## config.mk

```make
export PLATFORM = sky130hd
export DESIGN_NAME = mtimer_multi
export DESIGN_NICKNAME = d
export VERILOG_FILES = /design/src/rtl/mtimer_pkg.sv /design/src/rtl/lane_write32.sv /design/src/rtl/mtimer_multi.sv
export SDC_FILE = /design/constraint.sdc
export NUM_CORES = 1
export LEC_CHECK = 0
export ABC_AREA = 1
export ABC_CLOCK_PERIOD_IN_PS = 1900
export BUFFER_PORTS_ARGS = -buffer_cell sky130_fd_sc_hd__buf_2
export CAP_MARGIN = 20
export CORE_ASPECT_RATIO = 0.9
export CORE_MARGIN = 8
export CORE_UTILIZATION = 40
export DETAILED_ROUTE_END_ITERATION = 6
export PLACE_DENSITY = 0.59
export RECOVER_POWER = 25
export SETUP_SLACK_MARGIN = 0.05
export SYNTH_ARGS = -nofsm -noshare
export SYNTH_HDL_FRONTEND = slang
export SYNTH_SLANG_ARGS = --single-unit
```

## constraint.sdc

```tcl
create_clock -name clk24 -period 1.9 [get_ports clk24]
set_clock_uncertainty 0.15 [all_clocks]
set_input_delay 0.475 -clock clk24 [delete_from_list [all_inputs] [get_ports clk24]]
set_output_delay 0.475 -clock clk24 [all_outputs]
set_load 0.01 [all_outputs]
```

## src/rtl/mtimer_pkg.sv

```systemverilog
// rtl/mtimer_pkg.sv - shared constants for the multi-channel machine timer
//
// Holds the word offsets of the register window, the CTRL field positions
// and the byte-lane masks selected by the 3-bit write_sections bus.

package mtimer_pkg;

  // Word offsets inside the register window
  localparam int unsigned OFF_MTIME_LO   = 0;
  localparam int unsigned OFF_MTIME_HI   = 1;
  localparam int unsigned OFF_CTRL       = 2;
  localparam int unsigned OFF_IRQ_STATUS = 3;
  localparam int unsigned OFF_CMP_BASE   = 4;

  // CTRL field positions
  localparam int unsigned CTRL_ENABLE_BIT = 0;
  localparam int unsigned CTRL_DIV_LSB    = 8;

  // Lane masks: bit0 -> [7:0], bit1 -> [15:8], bit2 -> [31:16]
  localparam logic [31:0] LANE0_MASK = 32'h0000_00FF;
  localparam logic [31:0] LANE1_MASK = 32'h0000_FF00;
  localparam logic [31:0] LANE2_MASK = 32'hFFFF_0000;

  function automatic logic [31:0] lane_mask(input logic [2:0] sections);
    logic [31:0] m;
    m = 32'h0000_0000;
    if (sections[0]) m = m | LANE0_MASK;
    if (sections[1]) m = m | LANE1_MASK;
    if (sections[2]) m = m | LANE2_MASK;
    return m;
  endfunction

endpackage

```

## src/rtl/lane_write32.sv

```systemverilog
// rtl/lane_write32.sv - merge enabled write lanes into a 32-bit word
//
// Ports:
//   old_word        current register contents
//   write_value     lane-shifted write data from the core
//   write_sections  lane enables (bit0 [7:0], bit1 [15:8], bit2 [31:16])
//   new_word        old_word with the enabled lanes replaced

import mtimer_pkg::*;

module lane_write32 (
  input  logic [31:0] old_word,
  input  logic [31:0] write_value,
  input  logic [2:0]  write_sections,
  output logic [31:0] new_word
);

  logic [31:0] mask;

  always_comb begin
    mask     = lane_mask(write_sections);
    new_word = (old_word & ~mask) | (write_value & mask);
  end

endmodule

```

## src/rtl/mtimer_multi.sv

```systemverilog
// rtl/mtimer_multi.sv - RISC-V machine timer with prescaler and NUM_CMP comparators
//
// Ports:
//   clk24           core clock
//   reset_n         asynchronous active-low reset
//   address         byte address from the core ([1:0] ignored)
//   read_enable     core reads address this cycle
//   write_value     lane-shifted write data
//   write_sections  lane enables; any non-zero value inside the window writes
//   read_value      registered read data (0 when not hit)
//   read_hit        registered: read_value belongs to this block
//   timer_irq       per-channel level interrupt, registered (mtime >= cmp[k])
//   irq_any         OR of timer_irq, coincident with it

import mtimer_pkg::*;

module mtimer_multi #(
  parameter logic [31:0] BASE_ADDRESS   = 32'h8000_0000,
  parameter int          NUM_CMP        = 1,
  parameter int          WINDOW_BITS    = 5,
  parameter int          PRESCALE_WIDTH = 8
) (
  input  logic               clk24,
  input  logic               reset_n,
  input  logic [31:0]        address,
  input  logic               read_enable,
  input  logic [31:0]        write_value,
  input  logic [2:0]         write_sections,
  output logic [31:0]        read_value,
  output logic               read_hit,
  output logic [NUM_CMP-1:0] timer_irq,
  output logic               irq_any
);

  // State
  logic [63:0]               mtime_q, mtime_d;
  logic [63:0]               cmp_q [NUM_CMP];
  logic [63:0]               cmp_d [NUM_CMP];
  logic                      enable_q, enable_d;
  logic [PRESCALE_WIDTH-1:0] div_q, div_d;
  logic [PRESCALE_WIDTH-1:0] presc_q, presc_d;
  logic [31:0]               shadow_q, shadow_d;
  logic [31:0]               read_value_q, read_value_d;
  logic                      read_hit_q, read_hit_d;
  logic [NUM_CMP-1:0]        timer_irq_q, timer_irq_d;
  logic                      irq_any_q, irq_any_d;

  // Decode
  logic                      hit;
  logic [WINDOW_BITS-1:0]    offset;
  logic [31:0]               off_w;
  logic                      wr_en, rd_en;
  logic                      wr_lo, wr_hi, wr_ctrl;
  logic                      tick;

  logic [31:0]               ctrl_word;
  logic [31:0]               mtime_lo_new, mtime_hi_new, ctrl_new;
  logic [31:0]               cmp_lo_new [NUM_CMP];
  logic [31:0]               cmp_hi_new [NUM_CMP];
  logic [31:0]               rd_word;
  logic                      unused_bits;

  always_comb begin
    hit     = (address[31:WINDOW_BITS+2] == BASE_ADDRESS[31:WINDOW_BITS+2]);
    offset  = address[WINDOW_BITS+1:2];
    off_w   = {{(32-WINDOW_BITS){1'b0}}, offset};
    wr_en   = hit && (write_sections != 3'b000);
    rd_en   = hit && read_enable;
    wr_lo   = wr_en && (off_w == OFF_MTIME_LO);
    wr_hi   = wr_en && (off_w == OFF_MTIME_HI);
    wr_ctrl = wr_en && (off_w == OFF_CTRL);
  end

  always_comb begin
    ctrl_word                                   = 32'h0000_0000;
    ctrl_word[CTRL_ENABLE_BIT]                  = enable_q;
    ctrl_word[CTRL_DIV_LSB +: PRESCALE_WIDTH]   = div_q;
  end

  lane_write32 u_lw_mtime_lo (
    .old_word       (mtime_q[31:0]),
    .write_value    (write_value),
    .write_sections (write_sections),
    .new_word       (mtime_lo_new)
  );

  lane_write32 u_lw_mtime_hi (
    .old_word       (mtime_q[63:32]),
    .write_value    (write_value),
    .write_sections (write_sections),
    .new_word       (mtime_hi_new)
  );

  lane_write32 u_lw_ctrl (
    .old_word       (ctrl_word),
    .write_value    (write_value),
    .write_sections (write_sections),
    .new_word       (ctrl_new)
  );

  for (genvar g = 0; g < NUM_CMP; g++) begin : g_cmp
    lane_write32 u_lw_cmp_lo (
      .old_word       (cmp_q[g][31:0]),
      .write_value    (write_value),
      .write_sections (write_sections),
      .new_word       (cmp_lo_new[g])
    );
    lane_write32 u_lw_cmp_hi (
      .old_word       (cmp_q[g][63:32]),
      .write_value    (write_value),
      .write_sections (write_sections),
      .new_word       (cmp_hi_new[g])
    );
  end

  // Only the enable and div fields of the merged CTRL word are kept.
  assign unused_bits = ^{address[1:0], ctrl_new};

  // Prescaler: counts 0..div and emits one tick per wrap.
  always_comb begin
    tick    = 1'b0;
    presc_d = presc_q;
    if (enable_q) begin
      if (presc_q == div_q) begin
        presc_d = '0;
        tick    = 1'b1;
      end else begin
        presc_d = presc_q + PRESCALE_WIDTH'(1);
      end
    end else begin
      presc_d = '0;
    end
    if (wr_ctrl) presc_d = '0;
  end

  always_comb begin
    enable_d = enable_q;
    div_d    = div_q;
    if (wr_ctrl) begin
      enable_d = ctrl_new[CTRL_ENABLE_BIT];
      div_d    = ctrl_new[CTRL_DIV_LSB +: PRESCALE_WIDTH];
    end
  end

  // A software write to either half wins over the tick for the whole 64 bits,
  // so a written value is never off by one.
  always_comb begin
    mtime_d = mtime_q;
    if (wr_lo || wr_hi) begin
      if (wr_lo) mtime_d[31:0]  = mtime_lo_new;
      if (wr_hi) mtime_d[63:32] = mtime_hi_new;
    end else if (tick) begin
      mtime_d = mtime_q + 64'd1;
    end
  end

  always_comb begin
    for (int k = 0; k < NUM_CMP; k++) begin
      cmp_d[k] = cmp_q[k];
      if (wr_en && (off_w == 32'(OFF_CMP_BASE + 2 * k)))
        cmp_d[k][31:0] = cmp_lo_new[k];
      if (wr_en && (off_w == 32'(OFF_CMP_BASE + 2 * k + 1)))
        cmp_d[k][63:32] = cmp_hi_new[k];
      timer_irq_d[k] = (mtime_q >= cmp_q[k]);
    end
    irq_any_d = |timer_irq_d;
  end

  // Read mux uses pre-write state, so a same-cycle write is not visible.
  always_comb begin
    rd_word = 32'h0000_0000;
    if (off_w == OFF_MTIME_LO)   rd_word = mtime_q[31:0];
    if (off_w == OFF_MTIME_HI)   rd_word = shadow_q;
    if (off_w == OFF_CTRL)       rd_word = ctrl_word;
    if (off_w == OFF_IRQ_STATUS) rd_word[NUM_CMP-1:0] = timer_irq_q;
    for (int k = 0; k < NUM_CMP; k++) begin
      if (off_w == 32'(OFF_CMP_BASE + 2 * k))     rd_word = cmp_q[k][31:0];
      if (off_w == 32'(OFF_CMP_BASE + 2 * k + 1)) rd_word = cmp_q[k][63:32];
    end
    read_hit_d   = rd_en;
    read_value_d = rd_en ? rd_word : 32'h0000_0000;
    // Reading LO freezes the upper half so a following HI read is coherent.
    shadow_d     = (rd_en && (off_w == OFF_MTIME_LO)) ? mtime_q[63:32] : shadow_q;
  end

  always_ff @(posedge clk24 or negedge reset_n) begin
    if (!reset_n) begin
      mtime_q      <= 64'd0;
      for (int k = 0; k < NUM_CMP; k++) cmp_q[k] <= 64'hFFFF_FFFF_FFFF_FFFF;
      enable_q     <= 1'b1;
      div_q        <= '0;
      presc_q      <= '0;
      shadow_q     <= 32'h0000_0000;
      read_value_q <= 32'h0000_0000;
      read_hit_q   <= 1'b0;
      timer_irq_q  <= '0;
      irq_any_q    <= 1'b0;
    end else begin
      mtime_q      <= mtime_d;
      for (int k = 0; k < NUM_CMP; k++) cmp_q[k] <= cmp_d[k];
      enable_q     <= enable_d;
      div_q        <= div_d;
      presc_q      <= presc_d;
      shadow_q     <= shadow_d;
      read_value_q <= read_value_d;
      read_hit_q   <= read_hit_d;
      timer_irq_q  <= timer_irq_d;
      irq_any_q    <= irq_any_d;
    end
  end

  assign read_value = read_value_q;
  assign read_hit   = read_hit_q;
  assign timer_irq  = timer_irq_q;
  assign irq_any    = irq_any_q;

endmodule

```

Yosys cells after proc, flatten, opt, wreduce, memory -nomap -nowiden
Cells that the tools add are included.
- $add $sub $neg: 2
- multiply operators: 0
- divide/modulo/power cells: 0
- magnitude comparators: 1
- equal/unequal tests: 9
- shift-type cells: 0
- mux-type cells: 19
- bitwise operators: 12
- reduce and logical (&&, ||, !) cells: 15
- operators by type and width (operator ; count):
    2-to-1 mux 32 bit ; 9
    AND 32 bit ; 5
    2-to-1 mux 64 bit ; 2
    OR 32 bit ; 4
    adder 64 x 1 -> 64 bit, second input constant ; 1
    >= comparator 64 bit ; 1
    zero test 32 bit ; 1
    2-to-1 mux 8 bit ; 4
    inverter 32 bit ; 1
    == test 25 bit, second input constant ; 1
    AND 16 bit ; 1
    2-to-1 mux 16 bit ; 1
    OR 16 bit ; 1
    == test 5 x 2 -> 1 bit, second input constant ; 2
    == test 5 x 3 -> 1 bit, second input constant ; 2
    adder 8 x 1 -> 8 bit, second input constant ; 1
    == test 8 bit ; 1
    logical AND 1 bit ; 8
    == test 5 x 1 -> 1 bit, second input constant ; 1
    zero test 5 bit ; 1
    != test 2 bit, second input constant ; 2
    AND reduction 2 bit ; 2
    2-to-1 mux 1 bit ; 3
    nonzero test 3 bit ; 1
    2 further kinds ; 2
- bits in registers: 211
- latch bits: 0
- memory bits (writable): 0
- memory bits (read-only): 0
- input port bits: 70
- output and inout port bits: 35
- logic and storage cells: 69
- memories kept: 0

Longest topological paths before layout
Gate-level depths: netlist (run 1).
- depth after elaboration: 8
- gate-level depth with buffers: 14
- depth with buffers taken out: 13

Cells and area by module
Synthesis (run 1) repeated with hierarchy kept, for this count alone.
- cells, all modules: 2549
- area, all modules: 16111.7 µm²
- modules (own cells, without submodules) (module ; instances ; cells an instance ; area each (µm²) ; seq. area each (µm²)):
    mtimer_multi ; 1 ; 2029 ; 13903.3 ; 5361.4
    lane_write32 ; 5 ; 104 ; 441.7 ; 0.0

Worst setup path after synthesis (run 1)
Ideal clock, no wire load.
- path kind: register to register
- from: register (tool-made name)
- to: register (tool-made name)
- setup time: 117 ps
- arrival time: 1752 ps
- required time: 1633 ps
- slack: -119 ps
- cell stages (with the launch flop): 14
- path buffers: 1
- period minus slack after synthesis: 2019 ps
- cells stage by stage: dfrtp_1 ha_1 buf_2 nand3_1 inv_1 nand2_1 nor2_2 nand3_1 nand2_1 nand2_1 nand2_1 nand2_1 nand3_1 nand2_1

==> results of run 1 <==
-- power by group --
group	internal, W	switching, W	leakage (nW)	total, W
Clock	0.00330	0.00207	0.442	0.00537
Combinational	0.000149	0.000289	6.61	0.000438
Sequential	0.00450	0.0000000000485	2.64	0.00450
-- synthesized netlist by cell type (14+ instances only) --
| library cell | n |
|---|---|
| a21oi_1 | 67 |
| a31oi_1 | 24 |
| buf_2 | 37 |
| clkbuf_1 | 27 |
| dfrtp_1 | 146 |
| dfstp_2 | 65 |
| ha_1 | 66 |
| inv_1 | 206 |
| nand2_1 | 816 |
| nand3_1 | 92 |
| nand3b_1 | 14 |
| nand4_1 | 23 |
| nor2_1 | 175 |
| o2111ai_1 | 32 |
| o21ai_0 | 115 |
| o21ai_1 | 51 |
| xor2_1 | 16 |
-- repair_timing --
item | in CTS | in global routing
hold endpoints to repair | 32 | 0
hold buffers | 4 | 0
gates cloned | 3 | 0
pin swaps | 94 | 57
setup endpoints to repair | 65 | 65
buffers inserted | 29 | 19
gates resized for setup | 263 | 170
-- routing by layer --
metal,track usage,up-vias
met5,0,-
met4,0.08272,0
met3,0.03167,106
met2,0.4155,425
met1,0.3605,7399
li1,-,7435
-- logic make-up after synthesis --
group	count (synthesis)	synth area share
compound gates	300	0.1232
xor+xnor	27	0.01689
fa+ha+maj	66	0.05899
buf+inv	288	0.08429
flops	211	0.3830
simple gates	1153	0.3337
-- layout make-up --
cell class              instances  area (um^2)
clock buffers                  41        768.2
well taps                     469        586.8
fillers                      3313        14350
repair buffers                472         3840
clock inverters                 7        135.1
multi-input cells            1546         8917
flip-flops and latches        211         5411
inverters                     212        795.8
-- worst reg2reg max path: stages, from the launching register on --
cell     delay, ns
dfstp_2       0.54
inv_1         0.05
ha_1          0.29
nand2_1       0.07
nor2_1        0.20
nand4_1       0.25
nor3b_4       0.26
nand3_1       0.09
nand3_1       0.09
-- metrics by stage --
stage	std cells	util	area [um^2]
3_3_place_gp	2858	0.5064	17630
6_report	2958	0.5876	20450
3_5_place_dp	2858	0.5064	17630
5_1_grt	2958	0.5876	20450
2_1_floorplan	2045	-	14180
4_1_cts	2940	0.5666	19720
-- worst max-delay path by stage --
stage | from | to | slack, ns | cells after the start
2_1_floorplan | address[16] | flip-flop | -0.003 | 12
3_3_place_gp | address[10] | read_value[30]$_DFF_PN0_ | -0.39 | 9
3_5_place_dp | address[10] | flip-flop | -0.41 | 13
4_1_cts | flip-flop | irq_any$_DFF_PN0_ | -0.20 | 10
5_1_grt | flip-flop | irq_any$_DFF_PN0_ | -0.25 | 10
6_report | flip-flop | irq_any$_DFF_PN0_ | -0.15 | 8
==> results.py, run 1 <==
metrics = {
    "run_status": {
        "status": "finished with violations",
        "violations": "negative setup slack",
    },
    "placement": {
        "routabilityCongestion": 0.9679,
        "port_buffers": 102,
        "dp_slack_ns": -0.4066,
        "dpl.hpwl_um": 41010,
    },
    "setup_path": {
        "slowest_delay_ns": 0.54,
        "worstPathCellList": "inv_1 > ha_1 > nand2_1 > nor2_1 > nand4_1 > nor3b_4 > nand3_1 > nand3_1",
        "critPathTopFamily": "simple AND/OR/NAND/NOR gates",
        "r2r-end": "irq_any$_DFF_PN0_",
        "cp_max_fo": 2,
        "worst-path-buf-inv": 1,
        "start_kind": "flip-flop",
        "worst_ep_required_time_ns": 2.24,
        "worst_r2r_path_depth": 8,
        "cp_data_arrival_time_ns": 2.39,
        "rrSetupSlack_ns": -0.15,
        "crit_path_frequent_cell": "nand3_1",
        "cp-end-kind": "flip-flop",
        "cp_slowest_cell": "dfstp_2",
        "crit_type": "flip-flop to flip-flop",
    },
    "power": {
        "irDropWorstVdd_uv": 577.6,
        "total_power_w": 0.01031,
        "power_density_mw_per_mm2": 504.1,
        "p_leak_nw": 9.686,
    },
    "clock_network": {
        "cts_made_buffers": 26,
        "cts.path.max_buffers": 3,
        "cts-root-buf": "clkbuf_16",
        "clkSlewWorstSetupHoldPaths_ns": 0.06,
        "cts_sinks": 211,
        "clk-insertion-delay-late_ns": 0.56,
        "h-tree-depth": 1,
        "cts_tree": "done",
    },
    "global_route": {
        "grt-ovfl-total": 0,
        "grt_first_pass_wirelength_um": 84020,
        "grt_max_degree": 52,
        "antenna_found_initial": 0,
        "grt_pass1_vias": 15090,
        "grt_usage": 0.2595,
    },
    "route": {
        "wl_met2_um": 25270,
        "met1_length_um": 25160,
        "wl_met3_um": 2589,
        "ant_nets": 0,
        "vias_per_cell": 5.194,
        "via_count": 15370,
        "routedWlPerCell_um": 18.58,
        "routed_wl_um": 54950,
        "drc": 0,
        "drtPass1Iterations": 5,
        "drt-initial-drc-count": 1191,
        "dr.max_layer_used": "met4",
    },
    "synthesis": {
        "syn_area_per_cell_um2": 6.845,
        "synth_seq_area_share": 0.3830,
        "synth_top_area_share": 0.2610,
        "synth-seq-cells": 211,
        "netlist_area_mm2": 0.01400,
        "syn-num-nets": 2181,
        "synthCells": 2045,
        "ys_types": 36,
        "synth_ff_type": "dfrtp_1",
        "synth_edf_count": 0,
        "yosys_warnings": 0,
        "netlist_top_cells_area": "dfrtp_1, nand2_1, dfstp_2",
        "synthArstFlopShare": 1.000,
        "synth_top_area_cell": "dfrtp_1",
    },
    "timing": {
        "maxSlewHeadroom": 0.3971,
        "setup_viol": 27,
        "hold_slack_ns": 0.01819,
        "finalHoldViolations": 0,
        "slew_violations": 0,
        "tightest_slew_ns": 0.9044,
        "max_freq_mhz": 487.1,
        "rsz0062_at_grt": "yes",
        "min_period_ns": 2.053,
        "fin_tns_setup_ns": -0.8671,
        "fin_ws_ns": -0.1528,
        "timing.final.crit_share": 1.080,
    },
    "hold_path": {
        "hold_start": "write_value[30]",
        "hold_class": "input port to flip-flop",
        "worstHoldPathCells": 3,
    },
    "floorplanning": {
        "io_pins": 105,
        "core_mm2": 0.03481,
        "rows": 65,
        "fp.dieW_um": 213.2,
        "start_util": 0.4022,
        "dieArea_mm2": 0.04125,
        "dieHeight_um": 193.5,
    },
    "final_layout": {
        "most-common-layout-cells": "nand2_1, buf_4, inv_1",
        "syn_to_final_growth_pct": 46.12,
        "fin_nets": 2605,
        "diodes": 0,
        "mostFrequentLayoutCell": "nand2_1",
        "final_layout_size_suffix_gt1_frac": 0.3805,
    },
    "run": {
        "max_cap_viol_count": 0,
    },
}
(Power assumes the default switching activity.)
==> run 2, diff against run 1 <==
- ABC_CLOCK_PERIOD_IN_PS: 1900 -> 2410
- PLACE_DENSITY: 0.59 -> 0.57
- SYNTH_HIERARCHICAL: not set -> 1
- clock period: 1.9 -> 2.41 ns (I/O delays scaled with it)
==> results.py, run 2 <==
metrics = {
    "clock_network": {
        "cts_tree": "done",
        "cts.path.max_buffers": 3,
        "cts-root-buf": "clkbuf_16",
        "clkSlewWorstSetupHoldPaths_ns": 0.06,
        "h-tree-depth": 1,
        "cts_sinks": 211,
        "cts_made_buffers": 26,
        "clk-insertion-delay-late_ns": 0.58,
    },
    "placement": {
        "routabilityCongestion": 0.9479,
        "dp_slack_ns": -0.2314,
        "port_buffers": 102,
        "dpl.hpwl_um": 45610,
    },
    "setup_path": {
        "cp_data_arrival_time_ns": 2.56,
        "slowest_delay_ns": 0.57,
        "crit_path_frequent_cell": "nand2_1",
        "worstPathCellList": "nand2_1 > nor2_1 > nand2_1 > nor2_1 > nand2_1 > xor2_1 > nand2_1 > nand2_1 > nand2_1 > nand2_1",
        "crit_path_start": "mtime_q[30]$_DFFE_PN0P_",
        "worst-path-buf-inv": 0,
        "critPathTopFamily": "simple AND/OR/NAND/NOR gates",
        "cp_slowest_cell": "dfrtp_1",
        "reg2reg_from": "mtime_q[30]$_DFFE_PN0P_",
        "worst_ep_required_time_ns": 2.73,
        "crit_type": "flip-flop to flip-flop",
        "rrSetupSlack_ns": 0.17,
        "cp-end-kind": "flip-flop",
        "start_kind": "flip-flop",
        "cp_max_fo": 7,
    },
    "floorplanning": {
        "dieHeight_um": 204.5,
        "dieArea_mm2": 0.04609,
        "start_util": 0.4027,
        "rows": 69,
        "fp.dieW_um": 225.4,
        "io_pins": 105,
        "core_mm2": 0.03920,
    },
    "timing": {
        "min_period_ns": 2.238,
        "hold_slack_ns": 0.2326,
        "fin_tns_setup_ns": 0,
        "tightest_slew_ns": 1.026,
        "timing.final.crit_share": 0.9285,
        "max_freq_mhz": 446.9,
        "finalHoldViolations": 0,
        "maxSlewHeadroom": 0.3162,
        "rsz0062_at_grt": "no",
        "setup_viol": 0,
        "slew_violations": 0,
        "fin_ws_ns": 0.1722,
    },
    "power": {
        "power.internal_w": 0.006066,
        "p_clk_frac": 0.500,
        "total_power_w": 0.008122,
        "combPwrFrac": 0.063,
        "p_seq_frac": 0.437,
        "p_leak_nw": 9.279,
        "irDropWorstVdd_uv": 475.4,
        "power_density_mw_per_mm2": 441.1,
        "p_sw_w": 0.002056,
        "p_sw_frac": 0.2532,
    },
    "final_layout": {
        "syn_to_final_growth_pct": 16.65,
        "most-common-layout-cells": "nand2_1, nor2_1, nand3_1",
        "mostFrequentLayoutCell": "nand2_1",
        "fin_nets": 2763,
        "diodes": 0,
        "final_layout_size_suffix_gt1_frac": 0.1481,
        "largestRegisters": "cmp_q x64, mtime_q x64",
    },
    "run": {
        "max_cap_viol_count": 0,
    },
    "global_route": {
        "grt_first_pass_wirelength_um": 92980,
        "grt-ovfl-total": 0,
        "antenna_found_initial": 0,
        "grt_pass1_vias": 15720,
        "grt_max_degree": 68,
        "grt_usage": 0.2596,
    },
    "synthesis": {
        "synthCells": 2475,
        "syn_area_per_cell_um2": 6.378,
        "netlist_area_mm2": 0.01579,
        "yosys_warnings": 6,
        "syn-num-nets": 2611,
    },
    "route": {
        "vias_per_cell": 5.240,
        "routed_wl_um": 60440,
        "drt-initial-drc-count": 1661,
        "ant_nets": 0,
        "drc": 0,
        "routedWlPerCell_um": 19.01,
        "via_count": 16660,
        "drtPass1Iterations": 5,
    },
    "hold_path": {
        "hold_start": "write_value[20]",
        "hold_class": "input port to flip-flop",
    },
    "run_status": {
        "status": "finished, final reports clean",
    },
}
run 2: final cells by class:
| class | count | area [um^2] |
|---|---|---|
| fillers | 4157 | 20780 |
| multi-input cells | 1956 | 9047 |
| flip-flops and latches | 211 | 5361 |
| repair buffers | 229 | 1683 |
| clock buffers | 40 | 794.5 |
| inverters | 203 | 782.0 |
| well taps | 532 | 665.6 |
| clock inverters | 8 | 78.83 |
run 2: power groups by stage:
stage	registers (W)	clock network, W	logic [W]
floorplan	0.00361	0	0.000249
global placement	0.00361	0	0.000516
detailed placement	0.00361	0	0.000521
CTS	0.00355	0.00414	0.000524
global route	0.00355	0.00426	0.000570
finish	0.00355	0.00406	0.000512
run 2: final timing paths:
kind | endpoint | cells after the start
worst max-delay path | mtime_q[31]$_DFFE_PN0P_ | 10
worst min-delay path | cmp_q[52]$_DFFE_PN1P_ | 5
worst max register to register | mtime_q[31]$_DFFE_PN0P_ | 10
worst min register to register | cmp_q[55]$_DFFE_PN1P_ | 2
max in group asynchronous | read_value[23]$_DFF_PN0_ | 3
min in group asynchronous | read_value[1]$_DFF_PN0_ | 2
run 2: per-stage QoR:
step                cells  cell area [um^2]    util
floorplan            2475             15790       -
global placement     3130             17580  0.4486
detailed placement   3130             17580  0.4486
CTS                  3179             18470  0.4711
global route         3179             18410  0.4698
finish               3179             18410  0.4698
run 2: metal layers:
| metal | GRT usage | part of all wire |
|---|---|---|
| met4 | 0.06309 | 0.024 |
| met5 | 0 | 0 |
| met2 | 0.3962 | 0.44 |
| met1 | 0.3890 | 0.47 |
| met3 | 0.02467 | 0.068 |
run 2: repair_timing:
item | in CTS | in global routing
setup buffers | 0 | 0
resized for setup | 0 | 1
setup endpoints to repair | 0 | 2
endpoints found under the hold margin | 20 | 0
hold buffers | 1 | 0
run 2: worst min-delay path: stages:
cell	delay, ns
buf_2	0.13
nand2_1	0.06
nand2_1	0.05
nand3_1	0.07
nand2_1	0.05
==> run 3, diff against run 2 <==
- CORE_UTILIZATION: 40 -> 59
- PLACE_DENSITY: 0.57 -> not set
- PLACE_DENSITY_LB_ADDON: not set -> 0.2
==> results.py, run 3 (synthesis gave the netlist of run 2 again) <==
metrics = {
    "route": {
        "routed_wl_um": 56960,
        "drtPass1Iterations": 7,
        "routedWlPerCell_um": 19.18,
        "drt-initial-drc-count": 2215,
        "drc": 0,
        "via_count": 17340,
        "ant_nets": 0,
        "vias_per_cell": 5.838,
    },
    "placement": {
        "port_buffers": 102,
        "dpl.hpwl_um": 42390,
        "routabilityCongestion": 1.033,
        "place_inst": 2924,
        "dp_slack_ns": -0.07671,
    },
    "clock_network": {
        "clk-insertion-delay-late_ns": 0.55,
        "cts-root-buf": "clkbuf_16",
        "cts_tree": "done",
        "cts.path.max_buffers": 3,
        "h-tree-depth": 1,
        "cts_setup_buffers": 0,
        "clkSlewWorstSetupHoldPaths_ns": 0.06,
        "cts_made_buffers": 24,
        "cts_sinks": 211,
    },
    "global_route": {
        "grt-ovfl-total": 0,
        "grt_max_degree": 69,
        "antenna_found_initial": 1,
        "grt_pass1_vias": 16340,
        "grt_first_pass_wirelength_um": 89100,
        "grt_usage": 0.3478,
    },
    "power": {
        "combPwrFrac": 0.066,
        "p_clk_frac": 0.476,
        "power_density_mw_per_mm2": 431.3,
        "p_seq_frac": 0.458,
        "power.internal_w": 0.005822,
        "irDropWorstVdd_uv": 504.1,
        "p_leak_nw": 9.094,
        "p_sw_frac": 0.2484,
        "p_sw_w": 0.001924,
    },
    "final_layout": {
        "syn_to_final_growth_pct": 13.78,
        "fin_nets": 2739,
        "mostFrequentLayoutCell": "nand2_1",
        "final_layout_size_suffix_gt1_frac": 0.1393,
        "largestRegisters": "cmp_q x64, mtime_q x64",
        "finalNonFillerCells": 2970,
        "most-common-layout-cells": "nand2_1, nor2_1, nand3_1",
    },
    "run": {
        "max_cap_viol_count": 0,
    },
    "timing": {
        "fin_ws_ns": 0.1760,
        "slew_violations": 0,
        "min_period_ns": 2.234,
        "fin_tns_setup_ns": 0,
        "setup_viol": 0,
        "maxSlewHeadroom": 0.3618,
        "finalHoldViolations": 0,
        "tightest_slew_ns": 0.9573,
        "max_freq_mhz": 447.6,
        "rsz0062_at_grt": "no",
        "timing.final.crit_share": 0.9270,
    },
    "floorplanning": {
        "rows": 56,
        "dieArea_mm2": 0.03225,
        "core_mm2": 0.02621,
        "io_pins": 105,
        "fp.dieW_um": 188.4,
        "dieHeight_um": 171.2,
        "start_util": 0.6024,
    },
    "setup_path": {
        "start_kind": "flip-flop",
        "worst_ep_required_time_ns": 2.69,
        "crit_type": "flip-flop to flip-flop",
        "rrSetupSlack_ns": 0.18,
        "cp-end-kind": "flip-flop",
        "cp_max_fo": 7,
        "cp_data_arrival_time_ns": 2.51,
    },
    "hold_path": {
        "hold_class": "input port to flip-flop",
    },
    "run_status": {
        "status": "finished, final reports clean",
    },
}
run 3: area by class of cell:
type,instances,area (um^2)
Multi-Input combinational cell,1956,9067
Fill cell,2325,8244
Sequential cell,211,5363
Timing Repair Buffer,207,1531
Inverter,203,782.0
Clock buffer,43,763.2
Tap cell,348,435.4
Clock inverter,1,16.27
Antenna cell,1,2.502
run 3: power by group through the flow:
stage / clock network (W) / registers (W) / logic, W
final: 0.00369 / 0.00355 / 0.000512
after global routing: 0.00384 / 0.00355 / 0.000561
after CTS: 0.00369 / 0.00355 / 0.000509
after detailed placement: 0 / 0.00361 / 0.000505
after global placement: 0 / 0.00361 / 0.000491
after floorplan: 0 / 0.00361 / 0.000249
run 3: timing repair:
action,CTS,global route
endpoints found under the hold margin,29,0
hold buffers,1,0
endpoints found under the setup margin,0,11
resized for setup,0,7
run 3: critical path, cell delays in order (launching register included):
cell,delay (ns)
dfrtp_1,0.60
nand2_1,0.14
nor2_1,0.21
nand2_1,0.14
nor2_1,0.21
nand2_1,0.18
inv_1,0.13
nor2_1,0.05
o21ai_0,0.15
nand2_1,0.07
nand2_1,0.06
nand2_1,0.05
run 3: metal layers:
metal | global-route usage | share of wire
met5 | 0 | 0.00023
met4 | 0.1083 | 0.034
met3 | 0.07328 | 0.12
met2 | 0.5451 | 0.44
met1 | 0.4790 | 0.41
run 3: path summary, 6_finish.rpt:
kind,start,endpoint,cells after the start
setup / recovery,mtime_q[22]$_DFFE_PN0P_,mtime_q[28]$_DFFE_PN0P_,11
hold / removal,write_value[16],cmp_q[48]$_DFFE_PN1P_,5
setup reg to reg,mtime_q[22]$_DFFE_PN0P_,mtime_q[28]$_DFFE_PN0P_,11
hold reg to reg,cmp_q[1]$_DFFE_PN1P_,cmp_q[1]$_DFFE_PN1P_,2
max in group asynchronous,reset_n,mtime_q[7]$_DFFE_PN0P_,3
min in group asynchronous,reset_n,mtime_q[36]$_DFFE_PN0P_,2
run 3: metrics by stage:
stage	hold slack (ns)	util	cell area, um^2	total power [W]
3_5_place_dp	0.3129	0.6554	17180	0.004113
3_3_place_gp	0.3068	0.6554	17180	0.004100
5_1_grt	0.3006	0.6853	17960	0.007944
4_1_cts	0.2654	0.6855	17960	0.007745
6_report	0.2751	0.6854	17960	0.007747
2_1_floorplan	0.1569	-	15790	0.003858
